### src/rtl/card_pkg.sv
// Shared types and default sizing for the memory-card pair-matching engine.
package card_pkg;

  typedef enum logic [2:0] {
    IDLE,
    FETCH1,
    WAIT2,
    FETCH2,
    COMPARE,
    HOLD,
    DONE
  } card_state_e;

  localparam int DEF_NUM_CARDS   = 36;
  localparam int DEF_SYMBOL_W    = 5;
  localparam int DEF_HOLD_CYCLES = 25_000_000;

endpackage

### src/rtl/card_match_engine_hold_timer.sv
// Mismatch reveal timer: loads HOLD_CYCLES, counts down, pulses expire in the last held cycle.
module hold_timer
  import card_pkg::*;
#(
  parameter int HOLD_CYCLES = DEF_HOLD_CYCLES
) (
  input  logic clock,
  input  logic reset_n,
  input  logic clear,
  input  logic load,
  output logic expire
);

  localparam int TW = $clog2(HOLD_CYCLES + 1);
  localparam logic [TW-1:0] LOAD_VAL = TW'(HOLD_CYCLES);
  localparam logic [TW-1:0] ONE      = TW'(1);

  logic [TW-1:0] cnt_q, cnt_d;

  always_comb begin
    cnt_d = cnt_q;
    if (clear) begin
      cnt_d = '0;
    end else if (load) begin
      cnt_d = LOAD_VAL;
    end else if (cnt_q != '0) begin
      cnt_d = cnt_q - ONE;
    end
  end

  always_ff @(posedge clock or negedge reset_n) begin
    if (!reset_n) begin
      cnt_q <= '0;
    end else begin
      cnt_q <= cnt_d;
    end
  end

  // A count of one means this is the final reveal cycle.
  assign expire = (cnt_q == ONE) && !clear;

endmodule

### src/rtl/card_match_engine.sv
// Pair-matching engine: fetches two picked symbols, compares them, tracks matched cards,
// pair count and game-over, and holds mismatched cards face-up for a programmable time.
module card_match_engine
  import card_pkg::*;
#(
  parameter int NUM_CARDS   = DEF_NUM_CARDS,
  parameter int SYMBOL_W    = DEF_SYMBOL_W,
  parameter int HOLD_CYCLES = DEF_HOLD_CYCLES,
  localparam int IDX_W = $clog2(NUM_CARDS),
  localparam int PAIRS = NUM_CARDS / 2,
  localparam int CNT_W = $clog2(PAIRS + 1)
) (
  input  logic                 clock,
  input  logic                 reset_n,
  input  logic                 enable,
  input  logic                 new_game,
  input  logic                 select,
  input  logic [IDX_W-1:0]     sel_index,
  output logic [IDX_W-1:0]     rd_addr,
  input  logic [SYMBOL_W-1:0]  rd_data,
  output logic [SYMBOL_W-1:0]  data1,
  output logic [SYMBOL_W-1:0]  data2,
  output logic [IDX_W-1:0]     idx1,
  output logic [IDX_W-1:0]     idx2,
  output logic                 card_one_two,
  output logic                 reveal,
  output logic [NUM_CARDS-1:0] matched,
  output logic [CNT_W-1:0]     pairs_found,
  output logic                 match_pulse,
  output logic                 mismatch_pulse,
  output logic                 reject_pulse,
  output logic                 hide_pulse,
  output logic                 game_over
);

  localparam logic [IDX_W:0]   NUM_L   = (IDX_W + 1)'(NUM_CARDS);
  localparam logic [CNT_W-1:0] PAIRS_L = CNT_W'(PAIRS);
  localparam int               PAD_W   = 1 << IDX_W;

  card_state_e state_q, state_d;
  logic                 phase_q, phase_d;
  logic [IDX_W-1:0]     rd_addr_q, rd_addr_d;
  logic [IDX_W-1:0]     idx1_q, idx1_d;
  logic [IDX_W-1:0]     idx2_q, idx2_d;
  logic [SYMBOL_W-1:0]  data1_q, data1_d;
  logic [SYMBOL_W-1:0]  data2_q, data2_d;
  logic                 c12_q, c12_d;
  logic                 reveal_q, reveal_d;
  logic [NUM_CARDS-1:0] matched_q, matched_d;
  logic [CNT_W-1:0]     pairs_q, pairs_d;

  logic [CNT_W-1:0] pairs_inc;
  logic [PAD_W-1:0] matched_pad;
  logic             accept;
  logic             illegal;
  logic             timer_load;
  logic             timer_expire;
  logic             match_p, mismatch_p, reject_p, hide_p;

  // Padding lets an out-of-range sel_index be looked up safely; the range test rejects it anyway.
  always_comb begin
    matched_pad = '0;
    matched_pad[NUM_CARDS-1:0] = matched_q;
  end

  assign accept  = select & enable & ~new_game;
  assign illegal = ({1'b0, sel_index} >= NUM_L)
                || matched_pad[sel_index]
                || ((state_q == WAIT2) && (sel_index == idx1_q));

  assign pairs_inc = (pairs_q == PAIRS_L) ? pairs_q : pairs_q + CNT_W'(1);

  hold_timer #(
    .HOLD_CYCLES(HOLD_CYCLES)
  ) u_hold_timer (
    .clock  (clock),
    .reset_n(reset_n),
    .clear  (new_game),
    .load   (timer_load),
    .expire (timer_expire)
  );

  always_comb begin
    state_d    = state_q;
    phase_d    = phase_q;
    rd_addr_d  = rd_addr_q;
    idx1_d     = idx1_q;
    idx2_d     = idx2_q;
    data1_d    = data1_q;
    data2_d    = data2_q;
    c12_d      = c12_q;
    reveal_d   = reveal_q;
    matched_d  = matched_q;
    pairs_d    = pairs_q;
    timer_load = 1'b0;
    match_p    = 1'b0;
    mismatch_p = 1'b0;
    reject_p   = 1'b0;
    hide_p     = 1'b0;

    case (state_q)
      IDLE: begin
        if (accept) begin
          if (illegal) begin
            reject_p = 1'b1;
          end else begin
            idx1_d    = sel_index;
            rd_addr_d = sel_index;
            phase_d   = 1'b0;
            state_d   = FETCH1;
          end
        end
      end
      // Memory returns data one cycle after rd_addr, so each fetch spans two edges.
      FETCH1: begin
        if (!phase_q) begin
          phase_d = 1'b1;
        end else begin
          phase_d = 1'b0;
          data1_d = rd_data;
          c12_d   = 1'b1;
          state_d = WAIT2;
        end
      end
      WAIT2: begin
        if (accept) begin
          if (illegal) begin
            reject_p = 1'b1;
          end else begin
            idx2_d    = sel_index;
            rd_addr_d = sel_index;
            phase_d   = 1'b0;
            state_d   = FETCH2;
          end
        end
      end
      FETCH2: begin
        if (!phase_q) begin
          phase_d = 1'b1;
        end else begin
          phase_d = 1'b0;
          data2_d = rd_data;
          state_d = COMPARE;
        end
      end
      COMPARE: begin
        if (data1_q == data2_q) begin
          matched_d[idx1_q] = 1'b1;
          matched_d[idx2_q] = 1'b1;
          pairs_d           = pairs_inc;
          match_p           = 1'b1;
          c12_d             = 1'b0;
          state_d           = (pairs_inc == PAIRS_L) ? DONE : IDLE;
        end else begin
          mismatch_p = 1'b1;
          reveal_d   = 1'b1;
          timer_load = 1'b1;
          state_d    = HOLD;
        end
      end
      HOLD: begin
        if (timer_expire) begin
          reveal_d = 1'b0;
          c12_d    = 1'b0;
          hide_p   = 1'b1;
          state_d  = IDLE;
        end
      end
      DONE: begin
      end
      default: begin
        state_d = IDLE;
      end
    endcase

    // new_game overrides whatever the current state decided this cycle.
    if (new_game) begin
      state_d    = IDLE;
      phase_d    = 1'b0;
      rd_addr_d  = '0;
      idx1_d     = '0;
      idx2_d     = '0;
      data1_d    = '0;
      data2_d    = '0;
      c12_d      = 1'b0;
      reveal_d   = 1'b0;
      matched_d  = '0;
      pairs_d    = '0;
      timer_load = 1'b0;
      match_p    = 1'b0;
      mismatch_p = 1'b0;
      hide_p     = 1'b0;
    end
  end

  always_ff @(posedge clock or negedge reset_n) begin
    if (!reset_n) begin
      state_q   <= IDLE;
      phase_q   <= 1'b0;
      rd_addr_q <= '0;
      idx1_q    <= '0;
      idx2_q    <= '0;
      data1_q   <= '0;
      data2_q   <= '0;
      c12_q     <= 1'b0;
      reveal_q  <= 1'b0;
      matched_q <= '0;
      pairs_q   <= '0;
    end else begin
      state_q   <= state_d;
      phase_q   <= phase_d;
      rd_addr_q <= rd_addr_d;
      idx1_q    <= idx1_d;
      idx2_q    <= idx2_d;
      data1_q   <= data1_d;
      data2_q   <= data2_d;
      c12_q     <= c12_d;
      reveal_q  <= reveal_d;
      matched_q <= matched_d;
      pairs_q   <= pairs_d;
    end
  end

  assign rd_addr        = rd_addr_q;
  assign idx1           = idx1_q;
  assign idx2           = idx2_q;
  assign data1          = data1_q;
  assign data2          = data2_q;
  assign card_one_two   = c12_q;
  assign reveal         = reveal_q;
  assign matched        = matched_q;
  assign pairs_found    = pairs_q;
  assign match_pulse    = match_p;
  assign mismatch_pulse = mismatch_p;
  assign reject_pulse   = reject_p;
  assign hide_pulse     = hide_p;
  assign game_over      = (state_q == DONE);

endmodule

### config.mk
export PLATFORM = sky130hd
export DESIGN_NAME = card_match_engine
export DESIGN_NICKNAME = d
export VERILOG_FILES = /design/src/rtl/card_pkg.sv /design/src/rtl/card_match_engine_hold_timer.sv /design/src/rtl/card_match_engine.sv
export SDC_FILE = /design/constraint.sdc
export NUM_CORES = 1
export LEC_CHECK = 0
export BUFFER_PORTS_ARGS = -buffer_cell sky130_fd_sc_hd__buf_2
export CORE_MARGIN = 2
export CORE_UTILIZATION = 45
export DETAILED_ROUTE_END_ITERATION = 16
export GPL_ROUTABILITY_DRIVEN = 0
export PLACE_DENSITY = 0.75
export SKIP_LAST_GASP = 1
export SLEW_MARGIN = 25
export SYNTH_ARGS = -nofsm -noshare
export SYNTH_HDL_FRONTEND = slang
export SYNTH_SLANG_ARGS = --single-unit
### constraint.sdc
create_clock -name clock -period 2.8 [get_ports clock]
set_input_delay 0.14 -clock clock [delete_from_list [all_inputs] [get_ports clock]]
set_output_delay 0.14 -clock clock [all_outputs]
set_load 0.02 [all_outputs]
After elaboration in Yosys (flattened, before gate mapping)
Index checks and enable logic that the tools add are counted.

Bits in registers: 100. Input port bits: 16. Output and inout port bits: 76. Logic and storage cells: 148.

Add/sub/neg operators: 2. Magnitude comparators: 6. Equal/unequal tests: 24. Multiplexer cells: 65. Bitwise logic cells: 5. Reduce and logical (&&, ||, !) cells: 34.

Operators with widths (count): 2-to-1 mux 36 bit (3); 2-to-1 mux 25 bit (3); OR 36 bit (2); 2-to-1 mux 6 bit (8); 2-to-1 mux 5 bit (9); 2-to-1 mux 3 bit (10); inequality test 3 bit, second input constant (10); == test 25 x 1 -> 1 bit, second input constant (1); 2-to-1 mux 1 bit (25); nonzero test 25 bit (1); subtractor 25 x 1 -> 25 bit, second input constant (1); less-than comparator 6 x 7 -> 1 bit, second input constant (3); one-hot mux 3 bit (7 select lines) (1); nonzero test 2 bit (9); AND reduction 3 bit (5); demux 1 bit (select 6 bit) (2); greater-or-equal comparator 6 x 1 -> 1 bit, second input constant (2); == test 5 bit, second input constant (2); == test 3 bit, second input constant (3); nonzero test 3 bit (3); AND reduction 8 bit (1); binary-select mux 1 bit (select 6 bit) (1); == test 3 x 2 -> 1 bit, second input constant (2); == test 6 bit (1); 18 further kinds (28).

Longest topological paths before layout
Gate-level depths: netlist of the first run.

Depth after elaboration: 9. Depth in mapped cells: 8. Mapped depth without buffers: 8.

Modules after synthesis
Synthesis of the first run repeated with hierarchy kept, for this count alone.

Cells, all modules: 588. Area, all modules: 5622.9 um^2.

Modules (own cells, without submodules): card_match_engine (times used 1, cells each 439, area an instance 4162.7 um^2, sequential area each 1876.8 um^2); hold_timer (times used 1, cells each 149, area an instance 1460.2 um^2, sequential area each 625.6 um^2).

Worst setup path before layout of the first run
OpenSTA, ideal clock, no wires.

Kind: reg-to-output. From: register matched_q[15], in the netlist matched[15]. To: output port reject_pulse. Arrival time: 2.066 ns. Data required time: 2.660 ns. Setup slack: 0.594 ns. Cell stages (with the launch flop): 6. Path buffers: 0. Path through: dfrtp_1 -> mux2i_1 -> mux4_2 -> a221oi_2 -> a211oi_4 -> nor3_1.

Longest elaborated chain between the ends: 7.

Ends and longest elaborated chain: start, declared (line card_match_engine.sv:49) `logic [NUM_CARDS-1:0] matched_q, matched_d;`; start signal, assigned (line card_match_engine.sv:219) `matched_q <= matched_d;`; binary-select mux 1 bit (select 6 bit) (line card_match_engine.sv:68) `|| matched_pad[sel_index]`; 2-to-1 mux 1 bit (implied by the code) (line card_match_engine.sv:68); logical OR 1 bit (line card_match_engine.sv:68); logical OR 1 bit (line card_match_engine.sv:69) `|| ((state_q == WAIT2) && (sel_index == idx1_q));`; 2-to-1 mux 1 bit (line card_match_engine.sv:104, card_match_engine.sv:127); 2-to-1 mux 1 bit (line card_match_engine.sv:103) `if (accept) begin`; 2-to-1 mux 1 bit; end, declared (line card_match_engine.sv:31) `output logic reject_pulse,`.

Every way passes these cells. The select of a mux whose other input is x is not followed.

Worst setup path after layout of the first run
From: register matched_q[23], in the netlist matched[23]. To: output port reject_pulse.

The elaborated chain is that of the path after synthesis.

==> metrics, run 1 <==
status=completed; slew of the pin with the lowest slew margin=0.800 ns; endpoint kind of the worst setup timing path=primary output; proportion of netlist area held by the largest area contributor=between 40% and 50%; post-route core utilization=between 50% and 60%; Min-Delay Endpoint=data1[0]; final count of negative-setup-slack endpoints=0; setup TNS=0 ns; Area growth syn-to-layout=15.6%; TritonCTS clock tree=built; worst setup path class=reg2out; highest attainable clock frequency=0.395 GHz; worst-case reg-to-reg path depth=5; count of input and output buffers=approximately 90; count of state elements after synthesis=100; power density cells=between 600 and 700 nW/µm²; Largest delay share family, worst path=multiplexers; Mapped Area=between 5000 and 6000 µm²; number of antenna violations at the first check in global routing=0; starting density of the core=46.5%; clk_skew=around 0.010 ns; Clock Power Share=just under 30%; cts bufs inserted=9; biggest area contributors in the synthesized netlist=sky130_fd_sc_hd__dfrtp_1 44%, sky130_fd_sc_hd__a21oi_1 5.3%, sky130_fd_sc_hd__nor2_1 5.0%; Final Hold Viols=0; routed wirelength normalized by instance count=roughly 17 µm; post-detailed-route count of antenna-violating nets=0; register share of total power=40.4%; launch instance of the worst min-delay path=rd_data[0]; combinational group share of total power=just over 30%; CP cell instances=mux4_2, mux2i_1, a22oi_2, a211oi_4, nor3_1, buf_2; maximum resistive drop on vdd=about 0.33 mV; hold crit path type=in2reg; RR Endpoint=state_q[1]; total global routing overflow=0; count of cells resized by post-cts repair=0; initial detailed-routing violation count=242; most used flip-flop cell after synthesis=sky130_fd_sc_hd__dfrtp_1; residual DRC count=0; placed wire-length estimate=10.1 mm; htree depth=3; maximum clock insertion buffer count=2; synth warn=0; number of enable-type register cells in the synthesized netlist=0; slowest cell on the critical path=sky130_fd_sc_hd__a211oi_4; Clock Latency Late Sink=~0.35 ns; time the worst path needs with I/O delays and setup=2.53 ns; register area share after synthesis=roughly 44%; DIE HEIGHT=roughly 120 µm; synthesized netlist net count=618; fin crit share=around nine tenths; Gate Count Post-Synth=just under 600; Post-Route WL=about 15 mm; number of cell rows=40; diode insertion count for antenna repair=0; buffers plus inverters on the worst setup path=1; Pre-antenna DRT Iters=4; cell accounting for the most synthesized area=sky130_fd_sc_hd__dfrtp_1; register-to-register setup slack=about 0.43 ns; largest fanout of any net on the critical path=6; number of vias per cell after detailed routing=5.72; Final Max Tran Viols=0; fraction of registers with async set or reset after synthesis=100%; net switching fraction of the power=34.0%; # IOs=around 90; switching power=between 0.001 and 0.0015 W; launch instance of the worst register-to-register path=u_hold_timer.cnt_q[6]; number of max-cap violations=0; total routing resource utilization after global routing=22.7%; internal power component=0.00283 W; Total Die Area=roughly 13,000 µm²; global-route wire length before repair=between 20 and 25 mm; root buffer cell=sky130_fd_sc_hd__clkbuf_16; number of unique standard cell types used by synthesis=63; unrepaired setup endpoints after global routing=false; number of post-CTS setup repair buffers=0; largest net degree at the start of global routing=approximately 100; Slew HR=between 40 and 50%; routed via count=around 4,800; core region area=12,200 µm²; Die X=around 120 µm; Worst Hold Path Cells=3; type of element launching the critical path=flop; leak pwr=about 3.1 nW; vias in the first global route=~4,700; Worst EP arrival=around 2.4 ns; per-instance average area after synthesis=about 9.5 µm²; total number of nets in the final design=between 600 and 700; Crit path required time=2.66 ns; delay of the slowest cell on the worst path=0.49 ns; ratio of cells with drive above 1 in the final layout=about a fifth; count of clock tree sinks=100; clock transition at the registers of the reported paths=around 0.060 ns
## tightest hold or removal path: stages
cell,delay [ns]
sky130_fd_sc_hd__buf_2,0.10
sky130_fd_sc_hd__nand2b_1,0.05
sky130_fd_sc_hd__o21ai_0,0.06
## sequential cells by signal (all words and copies together), names as in the netlist, 3 cells and up
signal              flops
matched                36
u_hold_timer.cnt_q     25
idx2                    6
rd_addr                 6
data2                   5
pairs_found             5
data1                   5
idx1                    6
state_q                 3
## synth_stat cells, drive strengths merged, types with 2 or more instances
cell	count
mux2i	27
buf	10
a31oi	4
nand4b	2
nor3b	3
nor2b	14
o31ai	2
nand2b	27
or3	9
inv	10
or3b	7
nand4	7
dfrtp	100
a211o	2
mux4	7
clkbuf	28
a21oi	60
nand3	9
a41oi	2
nor2	77
ha	5
nand2	34
nand3b	14
xnor2	21
o41ai	2
nor3	10
a211oi	2
o21ai	25
mux2	2
o22ai	36
a221oi	2
xor2	13
nor4	7
and2	4
## cells by family after synthesis
kind of cell             share of synthesized area (%)
multiplexers                                      8.03
buffers and inverters                             3.63
AO/OA/AOI/OAI                                     16.2
XOR/XNOR                                          5.26
flip-flops                                        44.2
adder cells (fa/ha/maj)                           1.11
AND/OR/NAND/NOR                                   21.6
## worst max path at each step
stage	start	cells after the start	slack (ns)	to
2_1_floorplan	matched[15]	5	0.59	reject_pulse
3_3_place_gp	sel_index[0]	7	0.30	rd_addr[1]
3_5_place_dp	sel_index[0]	7	0.24	rd_addr[1]
4_1_cts	matched[23]	6	0.25	reject_pulse
5_1_grt	matched[23]	6	0.13	reject_pulse
6_report	matched[23]	6	0.27	reject_pulse
## cell type report
cell class	count	area [µm²]
Tap cell	168	210
Multi-Input combinational cell	449	2960
Clock buffer	12	246
Clock inverter	4	48.8
Sequential cell	100	2500
Fill cell	1098	5620
Inverter	10	37.5
Timing Repair Buffer	100	541
## stage by stage
step	hold slack, ns	instance area (µm²)	setup WS, ns	total power, W	std cells
6_report	0.0503	6540	0.267	0.00428	843
3_5_place_dp	0.249	6240	0.236	0.00305	826
5_1_grt	0.0572	6540	0.132	0.00455	843
2_1_floorplan	-0.156	5660	0.594	0.00273	597
4_1_cts	0.0498	6540	0.253	0.00431	843
3_3_place_gp	0.243	6240	0.302	0.00299	826
## repair_timing
| action | CTS | global route |
|---|---|---|
| hold buffers | 1 | 0 |
| endpoints found under the setup margin | 0 | 0 |
| hold endpoints to repair | 100 | 0 |
## placed cells by master (no fill, tap or decap), types with 9 or more instances in the layout
cell,n
sky130_fd_sc_hd__clkbuf_16,9
sky130_fd_sc_hd__nand2_1,33
sky130_fd_sc_hd__a21oi_1,60
sky130_fd_sc_hd__xor2_1,13
sky130_fd_sc_hd__inv_1,10
sky130_fd_sc_hd__o21ai_0,10
sky130_fd_sc_hd__o22ai_1,36
sky130_fd_sc_hd__nor3_1,10
sky130_fd_sc_hd__nor2_1,76
sky130_fd_sc_hd__o21ai_1,15
sky130_fd_sc_hd__nand3b_1,14
sky130_fd_sc_hd__dfrtp_1,100
sky130_fd_sc_hd__xnor2_1,21
sky130_fd_sc_hd__mux2i_1,27
sky130_fd_sc_hd__or3_1,9
sky130_fd_sc_hd__buf_2,90
sky130_fd_sc_hd__nand2b_1,27
sky130_fd_sc_hd__nor2b_1,14
## power by group through the flow
stage	clock [W]	sequential [W]	combinational (W)
finish	0.00125	0.00173	0.00131
CTS	0.00127	0.00173	0.00131
global placement	0	0.00174	0.00125
floorplan	0	0.00173	0.00100
global route	0.00133	0.00175	0.00148
detailed placement	0	0.00175	0.00129
## per-layer routing
metal | GRT usage, % | share of wire (%) | vias up
li1 | - | - | 2278
met1 | 29.4 | 42 | 2336
met2 | 37.3 | 49 | 179
met3 | 3.84 | 5.8 | 29
met4 | 10.7 | 2.6 | 0
met5 | 0 | 0 | -
No activity file was read; power rests on OpenSTA's default activity.
==> run 2, diff against run 1 <==
--- a/config.mk
+++ b/config.mk
@@ -7,10 +7,11 @@
 export LEC_CHECK = 0
 export BUFFER_PORTS_ARGS = -buffer_cell sky130_fd_sc_hd__buf_2
 export CORE_MARGIN = 2
-export CORE_UTILIZATION = 45
+export CORE_UTILIZATION = 50
 export DETAILED_ROUTE_END_ITERATION = 16
 export GPL_ROUTABILITY_DRIVEN = 0
-export PLACE_DENSITY = 0.75
+export PLACE_DENSITY = 0.81
+export RECOVER_POWER = 50
 export SKIP_LAST_GASP = 1
 export SLEW_MARGIN = 25
 export SYNTH_ARGS = -nofsm -noshare
==> constraint.sdc (replaced) <==
create_clock -name clock -period 2.8 [get_ports clock]
set_input_delay 0.56 -clock clock [delete_from_list [all_inputs] [get_ports clock]]
set_output_delay 0.56 -clock clock [all_outputs]
set_load 0.02 [all_outputs]
==> metrics, run 2 (synthesized netlist as in run 1, its figures left out) <==
htree depth=3; number of cell rows=38; number of antenna violations at the first check in global routing=0; root buffer cell=sky130_fd_sc_hd__clkbuf_16; highest attainable clock frequency=between 0.3 and 0.4 GHz; number of vias per cell after detailed routing=5.93; number of post-CTS setup repair buffers=0; Post-CTS Hold Fix Bufs=0; largest net degree at the start of global routing=54; TritonCTS clock tree=built; cts bufs inserted=9; count of input and output buffers=91; core region area=10,900 µm²; Post-Place Cells=812; met1 routing resource usage after global routing=between 30 and 40%; final count of negative-setup-slack endpoints=0; max FFs per register=36; slowest cell on the critical path=sky130_fd_sc_hd__mux4_2; routed via count=around 4,900; post-detailed-route count of antenna-violating nets=0; power density cells=666 nW/µm²; Area growth syn-to-layout=16.6%; post-detailed-placement cell area=between 6000 and 7000 µm²; Post-Route WL=between 10 and 15 mm; global-route wire length before repair=roughly 24 mm; hold crit path type=in2async; fin crit share=97.7%; number of max-cap violations=0; area of all sequential standard cells=between 2000 and 3000 µm²; unrepaired setup endpoints after global routing=true; net switching fraction of the power=approximately a third; internal power component=0.00291 W; time the worst path needs with I/O delays and setup=around 2.7 ns; clk_skew=around 0.010 ns; largest fanout of any net on the critical path=12; type of element launching the critical path=input port; most frequent cells in the layout=100 x sky130_fd_sc_hd__dfrtp_1, 75 x sky130_fd_sc_hd__nor2_1, 60 x sky130_fd_sc_hd__a21oi_1; diode insertion count for antenna repair=0; setup TNS=0 ns; filler cell count=~990; switching power=0.00148 W; total global routing overflow=0; met3 GRT Util=about 6.8%; Die X=roughly 110 µm; combinational group share of total power=~33%; maximum resistive drop on vdd=0.434 mV; DIE HEIGHT=about 110 µm; Clock Power Share=between 20% and 30%; placed wire-length estimate=10.3 mm; routed wirelength normalized by instance count=between 15 and 20 µm; starting density of the core=51.7%; worst setup path class=in2out; Worst EP arrival=roughly 2.2 ns; post-route core utilization=between 60% and 70%; routing usage on met2=around 41%; # IOs=92; Slew HR=21.5%; Pre-antenna DRT Iters=5; delay of the slowest cell on the worst path=between 0.5 and 0.6 ns; maximum clock insertion buffer count=2; vias in the first global route=around 4,800; count of clock tree sinks=100; most frequent standard cell in the layout excluding fill and tap cells=sky130_fd_sc_hd__dfrtp_1; routing layer with the top usage in global route=met2; ratio of cells with drive above 1 in the final layout=between 15 and 20%; number of cells in the finished layout apart from fillers=826; Final Hold Viols=0; residual DRC count=0; Final Max Tran Viols=0; status=completed; CP cell instances=buf_8, mux4_2, mux2i_2, a22oi_2, a211oi_4, nor3_4, buf_2; Crit path required time=approximately 2.2 ns; critical path depth in cells=7; buffers plus inverters on the worst setup path=2; Clock Latency Late Sink=around 0.35 ns; Largest delay share family, worst path=multiplexers; slew of the pin with the lowest slew margin=roughly 1.2 ns; initial detailed-routing violation count=just under 300; total number of nets in the final design=just over 700; worst-case reg-to-reg path depth=6; endpoint kind of the worst setup timing path=primary output; total routing resource utilization after global routing=roughly 25%; post-route design area=between 6000 and 7000 µm²; leak pwr=roughly 3 nW; area of the multi-input gates=3030 µm²; Total Die Area=between 10,000 and 15,000 µm²; register share of total power=39.4%; clock transition at the registers of the reported paths=about 0.06 ns
run 2: changes by cell type in the layout (fill, tap and decap cells not counted), moves of 2 or more:
cell / before / now
sky130_fd_sc_hd__buf_2: 90 / 53
sky130_fd_sc_hd__mux2i_1: 27 / 25
sky130_fd_sc_hd__clkbuf_1: 2 / 39
sky130_fd_sc_hd__nor3_1: 10 / 8
sky130_fd_sc_hd__buf_4: 8 / 21
run 2: layout make-up:
cell class	count	share of cell area (%)
multi-input combinational	449	45.9
timing repair buffer	113	8.82
tap	140	2.66
sequential	100	37.9
inverter	10	0.569
clock inverter	3	0.607
clock buffer	11	3.53
run 2: per-layer routing:
| layer | up-vias | share of wire [%] |
|---|---|---|
| met2 | 198 | 50 |
| met4 | 0 | 2.5 |
| li1 | 2298 | - |
| met1 | 2374 | 40 |
| met3 | 30 | 6.8 |
| met5 | - | 0 |
run 2: power by group through the flow:
stage                     clock network, W  registers, W  logic [W]
after CTS                          0.00122       0.00172    0.00140
after global routing               0.00127       0.00175    0.00161
after floorplan                          0       0.00173    0.00101
final                              0.00120       0.00173    0.00147
after global placement                   0       0.00174    0.00135
after detailed placement                 0       0.00175    0.00139
run 2: worst reg2reg max path, delay by kind of cell (launching register included):
family             cells  cell delay, ns
AOI/OAI and AO/OA      1            0.09
DFF                    1            0.40
muxes                  1            0.18
and+or+nand+nor        4            1.57
run 2: final timing paths:
kind / slack, ns / end / startpoint
min in group clock: 0.48 / data2[4] / rd_data[4]
hold / removal: 0.45 / u_hold_timer.cnt_q[9] / reset_n
hold reg to reg: 0.53 / matched[12] / matched[12]
max in group asynchronous: 0.58 / card_one_two / reset_n
setup reg to reg: 0.45 / u_hold_timer.cnt_q[21] / u_hold_timer.cnt_q[6]
setup / recovery: 0.06 / reject_pulse / sel_index[0]
run 2: metrics by stage:
step                      total power (W)  hold slack, ns  setup WS (ns)
after floorplan                   0.00274           0.264         0.0209
after global placement            0.00308           0.501         -0.170
after detailed placement          0.00313           0.511         -0.223
after CTS                         0.00434           0.246        0.00624
after global routing              0.00464           0.491        -0.0148
final                             0.00439           0.447         0.0649
run 2: what timing repair did:
action	in CTS	in global routing
gates resized for setup	4	9
pin swaps	1	2
setup endpoints to repair	1	2
==> run 3, diff against run 2 <==
--- a/config.mk
+++ b/config.mk
@@ -12,6 +12,7 @@
 export GPL_ROUTABILITY_DRIVEN = 0
 export PLACE_DENSITY = 0.81
 export RECOVER_POWER = 50
+export REMOVE_ABC_BUFFERS = 1
 export SKIP_LAST_GASP = 1
 export SLEW_MARGIN = 25
 export SYNTH_ARGS = -nofsm -noshare
==> metrics, run 3 (synthesized netlist as in run 1, its figures left out) <==
status=finished, violations left; violated checks=capacitance limit, slew limit, setup timing; type of element launching the critical path=input port; buffers plus inverters on the worst setup path=4; number of vias per cell after detailed routing=~6.1; endpoint kind of the worst setup timing path=primary output; core region area=between 10,000 and 15,000 µm²; Crit path required time=between 2 and 2.5 ns; initial detailed-routing violation count=304; slew of the pin with the lowest slew margin=roughly 2.2 ns; met1 routing resource usage after global routing=a little over a third; number of max-cap violations=1; largest fanout of any net on the critical path=6; clk_skew=0.00723 ns; time the worst path needs with I/O delays and setup=between 2 and 3 ns; launch instance of the worst min-delay path=rd_data[3]; delay of the slowest cell on the worst path=about 0.33 ns; Area growth syn-to-layout=16.7%; register share of total power=between 30% and 40%; htree depth=3; largest net degree at the start of global routing=101; highest attainable clock frequency=0.357 GHz; global-route wire length before repair=24.2 mm; slowest cell on the critical path=sky130_fd_sc_hd__a2111oi_4; launch instance of the worst register-to-register path=u_hold_timer.cnt_q[10]; Final Max Tran Viols=approximately 100; Tot Pwr=0.00436 W; starting density of the core=around half; internal power component=around 0.0028 W; clock transition at the registers of the reported paths=about 0.070 ns; CP most frequent cell=sky130_fd_sc_hd__buf_4; net switching fraction of the power=a little over a third; routed wirelength normalized by instance count=approximately 18 µm; total routing resource utilization after global routing=25.8%; vias in the first global route=4,820; Final Hold Viols=0; Post-Route WL=roughly 15 mm; worst setup path class=in2out; routing layer with the top usage in global route=met2; power density cells=around 660 nW/µm²; most frequent cells in the layout=100 x sky130_fd_sc_hd__dfrtp_1, 76 x sky130_fd_sc_hd__nor2_1, 60 x sky130_fd_sc_hd__a21oi_1; placed wire-length estimate=between 10 and 15 mm; count of clock tree sinks=100; count of input and output buffers=91; Clock Power Share=between 20% and 30%; root buffer cell=sky130_fd_sc_hd__clkbuf_16; post-detailed-route count of antenna-violating nets=0; max FFs per register=36; fin crit share=100%; DIE HEIGHT=around 110 µm; routed via count=5,076; maximum resistive drop on vdd=just under 0.4 mV; final count of negative-setup-slack endpoints=1; TritonCTS clock tree=built; total number of nets in the final design=between 700 and 800; Total Die Area=12,200 µm²; switching power=between 0.0015 and 0.002 W; fin worst setup slack=-0.00313 ns; ratio of cells with drive above 1 in the final layout=between 10% and 20%; Worst EP arrival=approximately 2.2 ns; Pre-antenna DRT Iters=5; total global routing overflow=0; number of cell rows=38; maximum clock insertion buffer count=2; # IOs=92; number of antenna violations at the first check in global routing=0; residual DRC count=0; CP cell instances=buf_4, buf_12, buf_4, mux2_4, a2111oi_4, a21boi_2, a211oi_4, nor3_2, buf_4; Die X=approximately 110 µm; Largest delay share family, worst path=compound AO/OA/AOI/OAI gates; worst setup path startpoint=sel_index[0]; routing usage on met2=between 40% and 50%; filler cell count=just over 900; met3 GRT Util=4.29%; hold crit path type=in2reg; Clock Latency Late Sink=around 0.35 ns; Slew HR=-44.6%; Post-Place Worst Slack=-0.115 ns; combinational group share of total power=32.3%; cts bufs inserted=9; leak pwr=around 3.0 nW; unrepaired setup endpoints after global routing=true; most frequent standard cell in the layout excluding fill and tap cells=sky130_fd_sc_hd__dfrtp_1
==> run 3: layout make-up <==
cell class              instances  area [µm²]  share of cell area [%]
diodes                          1        2.50                  0.0379
clock inverters                 4        32.5                   0.493
clock buffers                  12         256                    3.89
inverters                      10        37.5                   0.569
well taps                     140         175                    2.65
flip-flops and latches        100        2500                    37.9
repair buffers                114         603                    9.14
multi-input cells             449        2990                    45.3
==> run 3: per-layer routing <==
layer,vias to the layer above,routed length (µm)
met4,0,427
met2,258,7340
met3,44,1210
met1,2460,6240
met5,-,0
li1,2314,-
==> run 3: worst paths after layout <==
check | slack (ns) | cells past startpoint | end
setup / recovery | -0.003 | 9 | reject_pulse
hold reg to reg | 0.53 | 2 | data1[2]
min in group asynchronous | 0.94 | 2 | pairs_found[4]
setup reg to reg | 0.47 | 6 | u_hold_timer.cnt_q[21]
hold / removal | 0.47 | 3 | data2[3]
max in group asynchronous | 0.53 | 2 | u_hold_timer.cnt_q[1]
==> run 3: worst reg2reg max path, cell delays in order (launching register included) <==
cell and delay (ns):
sky130_fd_sc_hd__dfrtp_1 0.42, sky130_fd_sc_hd__nor4_1 0.50, sky130_fd_sc_hd__nand3b_1 0.24, sky130_fd_sc_hd__or3_1 0.47, sky130_fd_sc_hd__or3_1 0.34, sky130_fd_sc_hd__mux2i_1 0.16, sky130_fd_sc_hd__a21oi_1 0.08
==> run 3: power by group through the flow <==
stage               sequential (W)  clock [W]  combinational [W]
finish                     0.00174    0.00121            0.00141
detailed placement         0.00176          0            0.00137
global placement           0.00174          0            0.00132
global route               0.00176    0.00128            0.00157
floorplan                  0.00174          0           0.000948
CTS                        0.00173    0.00123            0.00139
==> run 3: stage by stage <==
stage / hold WS, ns / utilization [%] / cell area (µm²) / cells / TNS (ns)
floorplan: 0.264 / - / 5490 / 559 / -60.36
global placement: 0.504 / 57.8 / 6320 / 812 / -0.0592
detailed placement: 0.518 / 57.8 / 6320 / 812 / -0.115
CTS: 0.297 / 60.9 / 6660 / 829 / 0
global route: 0.491 / 60.3 / 6600 / 829 / -0.0543
finish: 0.474 / 60.4 / 6600 / 830 / -0.00313
==> run 3: repair_timing <==
| action | CTS | global route |
|---|---|---|
| buffers inserted | 1 | 0 |
| endpoints found under the setup margin | 1 | 2 |
| pin swaps | 4 | 3 |
| gates resized for setup | 8 | 1 |
| hold buffers | 0 | 0 |
